<file path="src/rtl/inst_assemble_pkg.sv">
// Shared encodings for the instruction byte-assembly stage.
// Holds the opcode class codes, instruction lengths and the assembly FSM states.
package inst_assemble_pkg;

    localparam logic [1:0] CLS_ALU  = 2'b00;
    localparam logic [1:0] CLS_IMM  = 2'b01;
    localparam logic [1:0] CLS_JMP  = 2'b10;
    localparam logic [1:0] CLS_EXT  = 2'b11;
    localparam logic [1:0] RSVD_SUB = 2'b11;

    localparam logic [1:0] LEN_1 = 2'd1;
    localparam logic [1:0] LEN_2 = 2'd2;
    localparam logic [1:0] LEN_3 = 2'd3;

    typedef enum logic [1:0] {
        S_OP = 2'd0,
        S_B1 = 2'd1,
        S_B2 = 2'd2
    } state_e;

endpackage

</file>
<file path="src/rtl/inst_len_decode.sv">
// Combinational length/legality decode of an opcode byte.
// A reserved ext sub-opcode is reported as illegal and treated as a single byte.
module inst_len_decode
    import inst_assemble_pkg::*;
(
    input  logic [7:0] byte0_i,
    output logic [1:0] len_o,
    output logic       illegal_o
);

    always_comb begin
        len_o     = LEN_1;
        illegal_o = 1'b0;
        unique case (byte0_i[7:6])
            CLS_ALU: len_o = LEN_1;
            CLS_IMM: len_o = LEN_2;
            CLS_JMP: len_o = LEN_2;
            CLS_EXT: begin
                if (byte0_i[5:4] == RSVD_SUB) begin
                    len_o     = LEN_1;
                    illegal_o = 1'b1;
                end else begin
                    len_o = LEN_3;
                end
            end
            default: len_o = LEN_1;
        endcase
    end

endmodule

</file>
<file path="src/rtl/inst_assemble.sv">
// Collects 1-3 instruction bytes from fetch and presents one decoded instruction
// with its start PC to the control unit through a valid/ready handshake.
module inst_assemble
    import inst_assemble_pkg::*;
#(
    parameter int ADDR_W = 12,
    parameter int DATA_W = 8
) (
    input  logic              clk,
    input  logic              reset,
    input  logic              flush,
    input  logic              byte_valid,
    input  logic [DATA_W-1:0] byte_in,
    input  logic [ADDR_W-1:0] byte_pc,
    output logic              byte_ready,
    output logic              dec_valid,
    input  logic              dec_ready,
    output logic [DATA_W-1:0] dec_opcode,
    output logic [1:0]        dec_len,
    output logic [DATA_W-1:0] dec_imm,
    output logic [ADDR_W-1:0] dec_addr,
    output logic [ADDR_W-1:0] dec_pc,
    output logic              dec_illegal
);

    state_e            state_q, state_d;
    logic [DATA_W-1:0] op_q, op_d, b1_q, b1_d;
    logic [ADDR_W-1:0] pc_q, pc_d;
    logic [1:0]        len_q, len_d;

    logic              valid_q, valid_d;
    logic [DATA_W-1:0] out_op_q, out_op_d, out_imm_q, out_imm_d;
    logic [1:0]        out_len_q, out_len_d;
    logic [ADDR_W-1:0] out_addr_q, out_addr_d, out_pc_q, out_pc_d;
    logic              out_ill_q, out_ill_d;

    logic       accept, issue;
    logic [1:0] dl;
    logic       dil;

    inst_len_decode u_len (
        .byte0_i   (byte_in),
        .len_o     (dl),
        .illegal_o (dil)
    );

    assign byte_ready = !valid_q | dec_ready;
    assign accept     = byte_valid & byte_ready & !flush;

    always_ff @(posedge clk or posedge reset) begin
        if (reset) begin
            state_q    <= S_OP;
            op_q       <= '0;
            b1_q       <= '0;
            pc_q       <= '0;
            len_q      <= '0;
            valid_q    <= 1'b0;
            out_op_q   <= '0;
            out_len_q  <= '0;
            out_imm_q  <= '0;
            out_addr_q <= '0;
            out_pc_q   <= '0;
            out_ill_q  <= 1'b0;
        end else begin
            state_q    <= state_d;
            op_q       <= op_d;
            b1_q       <= b1_d;
            pc_q       <= pc_d;
            len_q      <= len_d;
            valid_q    <= valid_d;
            out_op_q   <= out_op_d;
            out_len_q  <= out_len_d;
            out_imm_q  <= out_imm_d;
            out_addr_q <= out_addr_d;
            out_pc_q   <= out_pc_d;
            out_ill_q  <= out_ill_d;
        end
    end

    // The issuing byte is taken straight from byte_in so the output register
    // loads in the same cycle the final byte is accepted.
    always_comb begin
        state_d    = state_q;
        op_d       = op_q;
        b1_d       = b1_q;
        pc_d       = pc_q;
        len_d      = len_q;
        issue      = 1'b0;
        out_op_d   = out_op_q;
        out_len_d  = out_len_q;
        out_imm_d  = out_imm_q;
        out_addr_d = out_addr_q;
        out_pc_d   = out_pc_q;
        out_ill_d  = out_ill_q;
        if (flush) begin
            state_d = S_OP;
        end else if (accept) begin
            unique case (state_q)
                S_OP: begin
                    op_d  = byte_in;
                    pc_d  = byte_pc;
                    len_d = dl;
                    if (dl == LEN_1) begin
                        issue      = 1'b1;
                        out_op_d   = byte_in;
                        out_len_d  = LEN_1;
                        out_imm_d  = '0;
                        out_addr_d = '0;
                        out_pc_d   = byte_pc;
                        out_ill_d  = dil;
                    end else begin
                        state_d = S_B1;
                    end
                end
                S_B1: begin
                    if (len_q == LEN_2) begin
                        issue      = 1'b1;
                        state_d    = S_OP;
                        out_op_d   = op_q;
                        out_len_d  = LEN_2;
                        out_pc_d   = pc_q;
                        out_ill_d  = 1'b0;
                        out_imm_d  = '0;
                        out_addr_d = '0;
                        if (op_q[7:6] == CLS_IMM) out_imm_d = byte_in;
                        else out_addr_d = ADDR_W'({op_q[3:0], byte_in});
                    end else begin
                        b1_d    = byte_in;
                        state_d = S_B2;
                    end
                end
                S_B2: begin
                    issue      = 1'b1;
                    state_d    = S_OP;
                    out_op_d   = op_q;
                    out_len_d  = LEN_3;
                    out_imm_d  = b1_q;
                    out_addr_d = ADDR_W'({op_q[3:0], byte_in});
                    out_pc_d   = pc_q;
                    out_ill_d  = 1'b0;
                end
                default: state_d = S_OP;
            endcase
        end
        if (flush)                  valid_d = 1'b0;
        else if (issue)             valid_d = 1'b1;
        else if (valid_q & dec_ready) valid_d = 1'b0;
        else                        valid_d = valid_q;
    end

    assign dec_valid   = valid_q;
    assign dec_opcode  = out_op_q;
    assign dec_len     = out_len_q;
    assign dec_imm     = out_imm_q;
    assign dec_addr    = out_addr_q;
    assign dec_pc      = out_pc_q;
    assign dec_illegal = out_ill_q;

endmodule

</file>
<file path="config.mk">
export PLATFORM = sky130hd
export DESIGN_NAME = inst_assemble
export DESIGN_NICKNAME = d
export VERILOG_FILES = /design/src/rtl/inst_assemble_pkg.sv /design/src/rtl/inst_len_decode.sv /design/src/rtl/inst_assemble.sv
export SDC_FILE = /design/constraint.sdc
export NUM_CORES = 1
export LEC_CHECK = 0
export CAP_MARGIN = 20
export CELL_PAD_IN_SITES_DETAIL_PLACEMENT = 1
export CELL_PAD_IN_SITES_GLOBAL_PLACEMENT = 2
export CORE_MARGIN = 3
export CORE_UTILIZATION = 44
export DETAILED_ROUTE_END_ITERATION = 6
export DONT_BUFFER_PORTS = 1
export GPL_ROUTABILITY_DRIVEN = 0
export PLACE_DENSITY_LB_ADDON = 0.1
export RECOVER_POWER = 100
export SETUP_SLACK_MARGIN = 0.5
export SYNTH_ARGS = -nofsm -noshare
export SYNTH_HDL_FRONTEND = slang
export SYNTH_SLANG_ARGS = --single-unit
</file>
<file path="constraint.sdc">
create_clock -name clk -period 3 [get_ports clk]
set_input_delay 0.9 -clock clk [delete_from_list [all_inputs] [get_ports clk]]
set_output_delay 0.9 -clock clk [all_outputs]
set_load 0.01 [all_outputs]
</file>
After elaboration in Yosys (flattened, before gate mapping). Cells that the tools add are included. W data, S select, Z words.

Multiplexer cells: 37. Bitwise gates (word level): 6. Reductions and logical operators: 12. Equal/unequal tests: 12.

Operators with widths (number): $pmux W12 S3 (2); $mux W12 (5); $pmux W8 S3 (2); $mux W8 (5); $mux W2 (7); $pmux W2 S3 (2); $mux W1 (11); $eq A2 B2 Y1 const B (5); $eq A2 B1 Y1 const B (4); $pmux W1 S3 (2); $reduce_bool A3 Y1 (2); $reduce_and A5 Y1 (1); $logic_not A2 Y1 (2); $ne A2 B2 Y1 const B (2); $pmux W2 S2 (1); $reduce_and A4 Y1 (1); $and A1 B1 Y1 (3); $ne A3 B3 Y1 const B (1); $reduce_and A3 Y1 (1); $logic_not A1 Y1 (2); $not A1 Y1 (2); $reduce_and A2 Y1 (1); $reduce_bool A2 Y1 (1); $reduce_or A2 Y1 (1); $or A1 B1 Y1 (1).

Bits in registers: 76. Logic and storage cells: 79. Input port bits: 25. Output and inout port bits: 45.

Longest topological paths before layout.
Word-level depth: 10. Gate-level depth with buffers: 7. Mapped depth without buffers: 6.

By module. A second synthesis with hierarchy kept.

Cells, all modules: 244. Area, all modules: 3674.8 µm².

Modules (own cells, without submodules): inst_assemble (instances 1, sequential area each 1901.8 µm², cells each 236, area each 3612.2 µm²); inst_len_decode (instances 1, sequential area each 0.0 µm², cells each 8, area each 62.6 µm²).

Worst setup path before layout. No wires, ideal clock.

Path type: input to register. Start point: in byte_in[6]. End point: reg out_addr_q[0] (netlist: dec_addr[0]). Required time: 2.875 ns. Library setup time: 0.125 ns. Path slack: 0.410 ns. Stages on the path: 7. Data arrival time: 2.465 ns. Buffers on the path: 2. Cells stage by stage: inv_1 ha_1 or2_0 a2111o_1 buf_6 buf_12 mux2_4.

Longest elaborated chain between the ends: 6. Elaborated cells between the ends (all ways): 9. Those cells by class: eq/ne (5); mux (1); reduce/logical (3).

RTL lines: start: declaration (RTL line inst_assemble.sv:13) `input logic [DATA_W-1:0] byte_in,`; $eq A2 B1 Y1 or $eq A2 B2 Y1 (tied branches) (RTL line inst_len_decode.sv:14) `unique case (byte0_i[7:6])`; $reduce_or A2 Y1 (no line); $pmux W2 S3 * (RTL line inst_len_decode.sv:14); $eq A2 B1 Y1 * (RTL line inst_assemble.sv:103) `if (dl == LEN_1) begin`; $ne A2 B2 Y1 (no line) *; $reduce_and A5 Y1 (no line) *; end signal: assignment (RTL line inst_assemble.sv:74) `out_addr_q <= out_addr_d;`; end: declaration (RTL line inst_assemble.sv:34) `logic [ADDR_W-1:0] out_addr_q, out_addr_d, out_pc_q, out_pc_d;`.

Mark *: on every way between the ends. The rest lies on a longest branch, timed or not. A chain may end at the register's enable or synchronous reset.

Final worst setup path.
Start point: in byte_in[6]. End point: reg out_pc_q[5] (netlist: dec_pc[5]).

Longest elaborated chain between the ends: 6. Elaborated cells between the ends (all ways): 9. Those cells by class: eq/ne (5); mux (1); reduce/logical (3).

RTL lines: $eq A2 B1 Y1 or $eq A2 B2 Y1 (tied branches) (RTL line inst_len_decode.sv:14); $reduce_or A2 Y1 (no line); $pmux W2 S3 * (RTL line inst_len_decode.sv:14); $eq A2 B1 Y1 * (RTL line inst_assemble.sv:103); $ne A2 B2 Y1 (no line) *; $reduce_and A5 Y1 (no line) *; end signal: assignment (RTL line inst_assemble.sv:75) `out_pc_q <= out_pc_d;`; end: declaration (RTL line inst_assemble.sv:34).

Marked as above.

==> flow_metrics.tcl <==
set metrics [dict create \
    status "finished, final reports clean" \
    synth_seq_cells 76 \
    yosysUniqueCellTypes 33 \
    numPortBuffers 0 \
    yosysWarnings 0 \
    netlist_area_um2 3740 \
    core_area_um2 8260 \
    dieWidth_um 98.2 \
    viasPerCell 5.48 \
    synthSimpleGateAreaFrac_pct 7.09 \
    ant_nets 0 \
    crit_family "compound AO/OA/AOI/OAI gates" \
    worstSetupStartpointType "input port" \
    synth_xor_area_share_pct 0 \
    rr_worst_depth 6 \
    grt_usage_pct 16.1 \
    drt_iter0_markers 42 \
    hold_viol 0 \
    yosysTopAreaCellShare_pct 50.8 \
    max_stage_delay_ns 0.46 \
    numCtsBuffers 9 \
    async_reset_ff_share_pct 100 \
    worstSkewPairLatency_ns 0.35 \
    post-route-drc-count 0 \
    synth_area_leaders "dfrtp_1 (51%), mux2_4 (15%), mux2_2 (14%)" \
    final-setup-viol-count 0 \
    worst_slack_ns 0.517 \
    grt_pass1_wl_mm 12.0 \
    peakVddDrop_v 0.000375 \
    cp_slowest_cell "a2111o_2" \
    cp.depth 6 \
    syn_avg_cell_area_um2 14.6 \
    fin_nets 291 \
    synthAdderAreaFrac_pct 2.67 \
    end_kind "flip-flop" \
    required_ns 3.23 \
    synth_top_family_by_area "multiplexers" \
    cts.path.max_buffers 2 \
    crit_fanout 12 \
    fmax_mhz 403 \
    crit_chain "inv_1, ha_1, or2_0, a2111o_2, clkbuf_1, mux2_1" \
    die_area_um2 9650 \
    tightest_slew_ns 0.974 \
    grt_pass1_vias 2106 \
    synth_compound_area_share_pct 3.91 \
    tritoncts "yes" \
    syn_inst 256 \
    postCtsHoldBufs 0 \
    area_delta_synth_final_pct 3.41 \
    htreeDepth 3 \
    hold_path_depth 2 \
    hp-class "flip-flop to flip-flop" \
    rsz0062_at_grt "false" \
    root_buffer "clkbuf_8" \
    relSlewSlack_pct 34.7 \
    yosysTopAreaCell "dfrtp_1" \
    die_h_um 98.2 \
    tns_ns 0 \
    diodes 0 \
    ys_seq_area_share_pct 50.8 \
    critPathBufInv 2 \
    first_pass_iters 3 \
    clock-skew-final_ns 0.0123 \
    post_cts_resized 0 \
    post-cts-setup-buffers 0 \
    yosysMostFrequentCell "dfrtp_1" \
    finalCriticalPeriod_ns 2.48 \
    synth_fp_nets 289 \
    wirelength_mm 7.38 \
    grt_max_degree 58 \
    timing.hold.ws_ns 0.476 \
    post-route-period-util_pct 82.8 \
    crit_arrival_ns 2.72 \
    synth.area.mux_share_pct 30.5 \
    row_count 33 \
    p_per_area_nw_per_um2 779 \
    wl_per_cell_um 20.1 \
    synth_commonest_cells "dfrtp_1 (76), mux2_2 (47), mux2_4 (38), and3b_1 (10), nor2b_1 (9)" \
    path_clk_slew_ns 0.09 \
    design_power_total_uw 3020 \
    grt-ovfl-total 0 \
    ioPinCount 70 \
    hpwl_mm 4.87 \
    vias 2017 \
    leakagePower_uw 0.00178 \
    slew_viol_final 0 \
    preCtsSetupSlack_ns 0.406 \
    max_cap_violations 0 \
    synth_edf_count 0 \
    critPathKind "input port to flip-flop" \
    synth_ff_type "dfrtp_1" \
    antenna_found_initial 0 \
    initial_core_util_pct 45.3 \
    cts.sinks 76 \
    layout-drive-gt1-share_pct 28.1 \
    utilization_pct 46.9 \
]
==> final cells by class <==
type	instances	area (µm²)
clock buffer	11	141
multi-input combinational	156	1510
fill	859	4390
clock inverter	5	83.8
tap	105	131
inverter	8	31.3
timing repair buffer	7	66.3
sequential	76	1900
==> worst register-to-register path, stage by stage (launching register included) <==
cell,delay [ns]
dfrtp_1,0.39
inv_1,0.11
ha_1,0.26
nor2b_1,0.17
a2111o_2,0.48
clkbuf_1,0.34
mux2_1,0.43
==> stage by stage <==
| step | cells | area, µm² |
|---|---|---|
| after detailed placement | 352 | 3810 |
| after global routing | 368 | 3870 |
| after floorplan | 256 | 3760 |
| final | 368 | 3870 |
| after CTS | 368 | 4040 |
| after global placement | 352 | 3810 |
==> path summary, 6_finish.rpt <==
path	startpoint	to	slack, ns
worst min register to register	len_q[0]	len_q[0]	0.48
min in group asynchronous	reset	state_q[0]	0.59
worst max-delay path	byte_in[6]	dec_pc[5]	0.52
max in group asynchronous	reset	dec_pc[9]	1.64
worst max register to register	state_q[1]	dec_pc[5]	0.72
worst min-delay path	len_q[0]	len_q[0]	0.48
==> cell usage in the layout (no fill, tap or decap), types with 2 or more instances in the layout <==
master,Yosys,layout
nor2_1,3,3
nand2_1,6,6
nor3b_1,2,2
inv_1,8,6
nor2b_1,9,9
clkinvlp_4,0,2
bufinv_16,0,2
ha_1,8,7
mux2i_1,4,4
a22oi_1,8,8
buf_12,4,2
clkbuf_8,0,10
o21ai_0,5,5
mux2_2,47,47
clkbuf_1,7,4
nand2b_1,1,2
buf_4,0,2
and3b_1,10,10
mux2_1,0,37
dfrtp_1,76,76
nand4b_1,2,2
==> flip-flops by register name, summed over array words and instances, names as in the netlist <==
| name | count |
|---|---|
| b1_q | 8 |
| dec_addr | 12 |
| dec_illegal | 1 |
| dec_imm | 8 |
| dec_len | 2 |
| dec_opcode | 8 |
| dec_pc | 12 |
| dec_valid | 1 |
| len_q | 2 |
| op_q | 8 |
| pc_q | 12 |
| state_q | 2 |
==> power by group <==
group	switching, µW	internal (µW)	leakage (µW)	total (µW)
clock network	393	495	0.000106	887
registers	269	1330	0.000952	1590
logic	229	306	0.000719	535
==> cells by family (layout without fill, tap and decap cells) <==
family | count (synthesis) | after routing
mux | 89 | 89
flops | 76 | 76
simple gates | 39 | 39
buf+inv | 24 | 31
compound gates | 20 | 20
fa+ha+maj | 8 | 8
==> routing by layer <==
metal,track usage (%),part of all wire (%)
met2,23.7,46
met4,6.30,1.3
met3,5.14,6.0
met5,0,0
met1,22.1,46
Power figures use the tool's default switching activity.
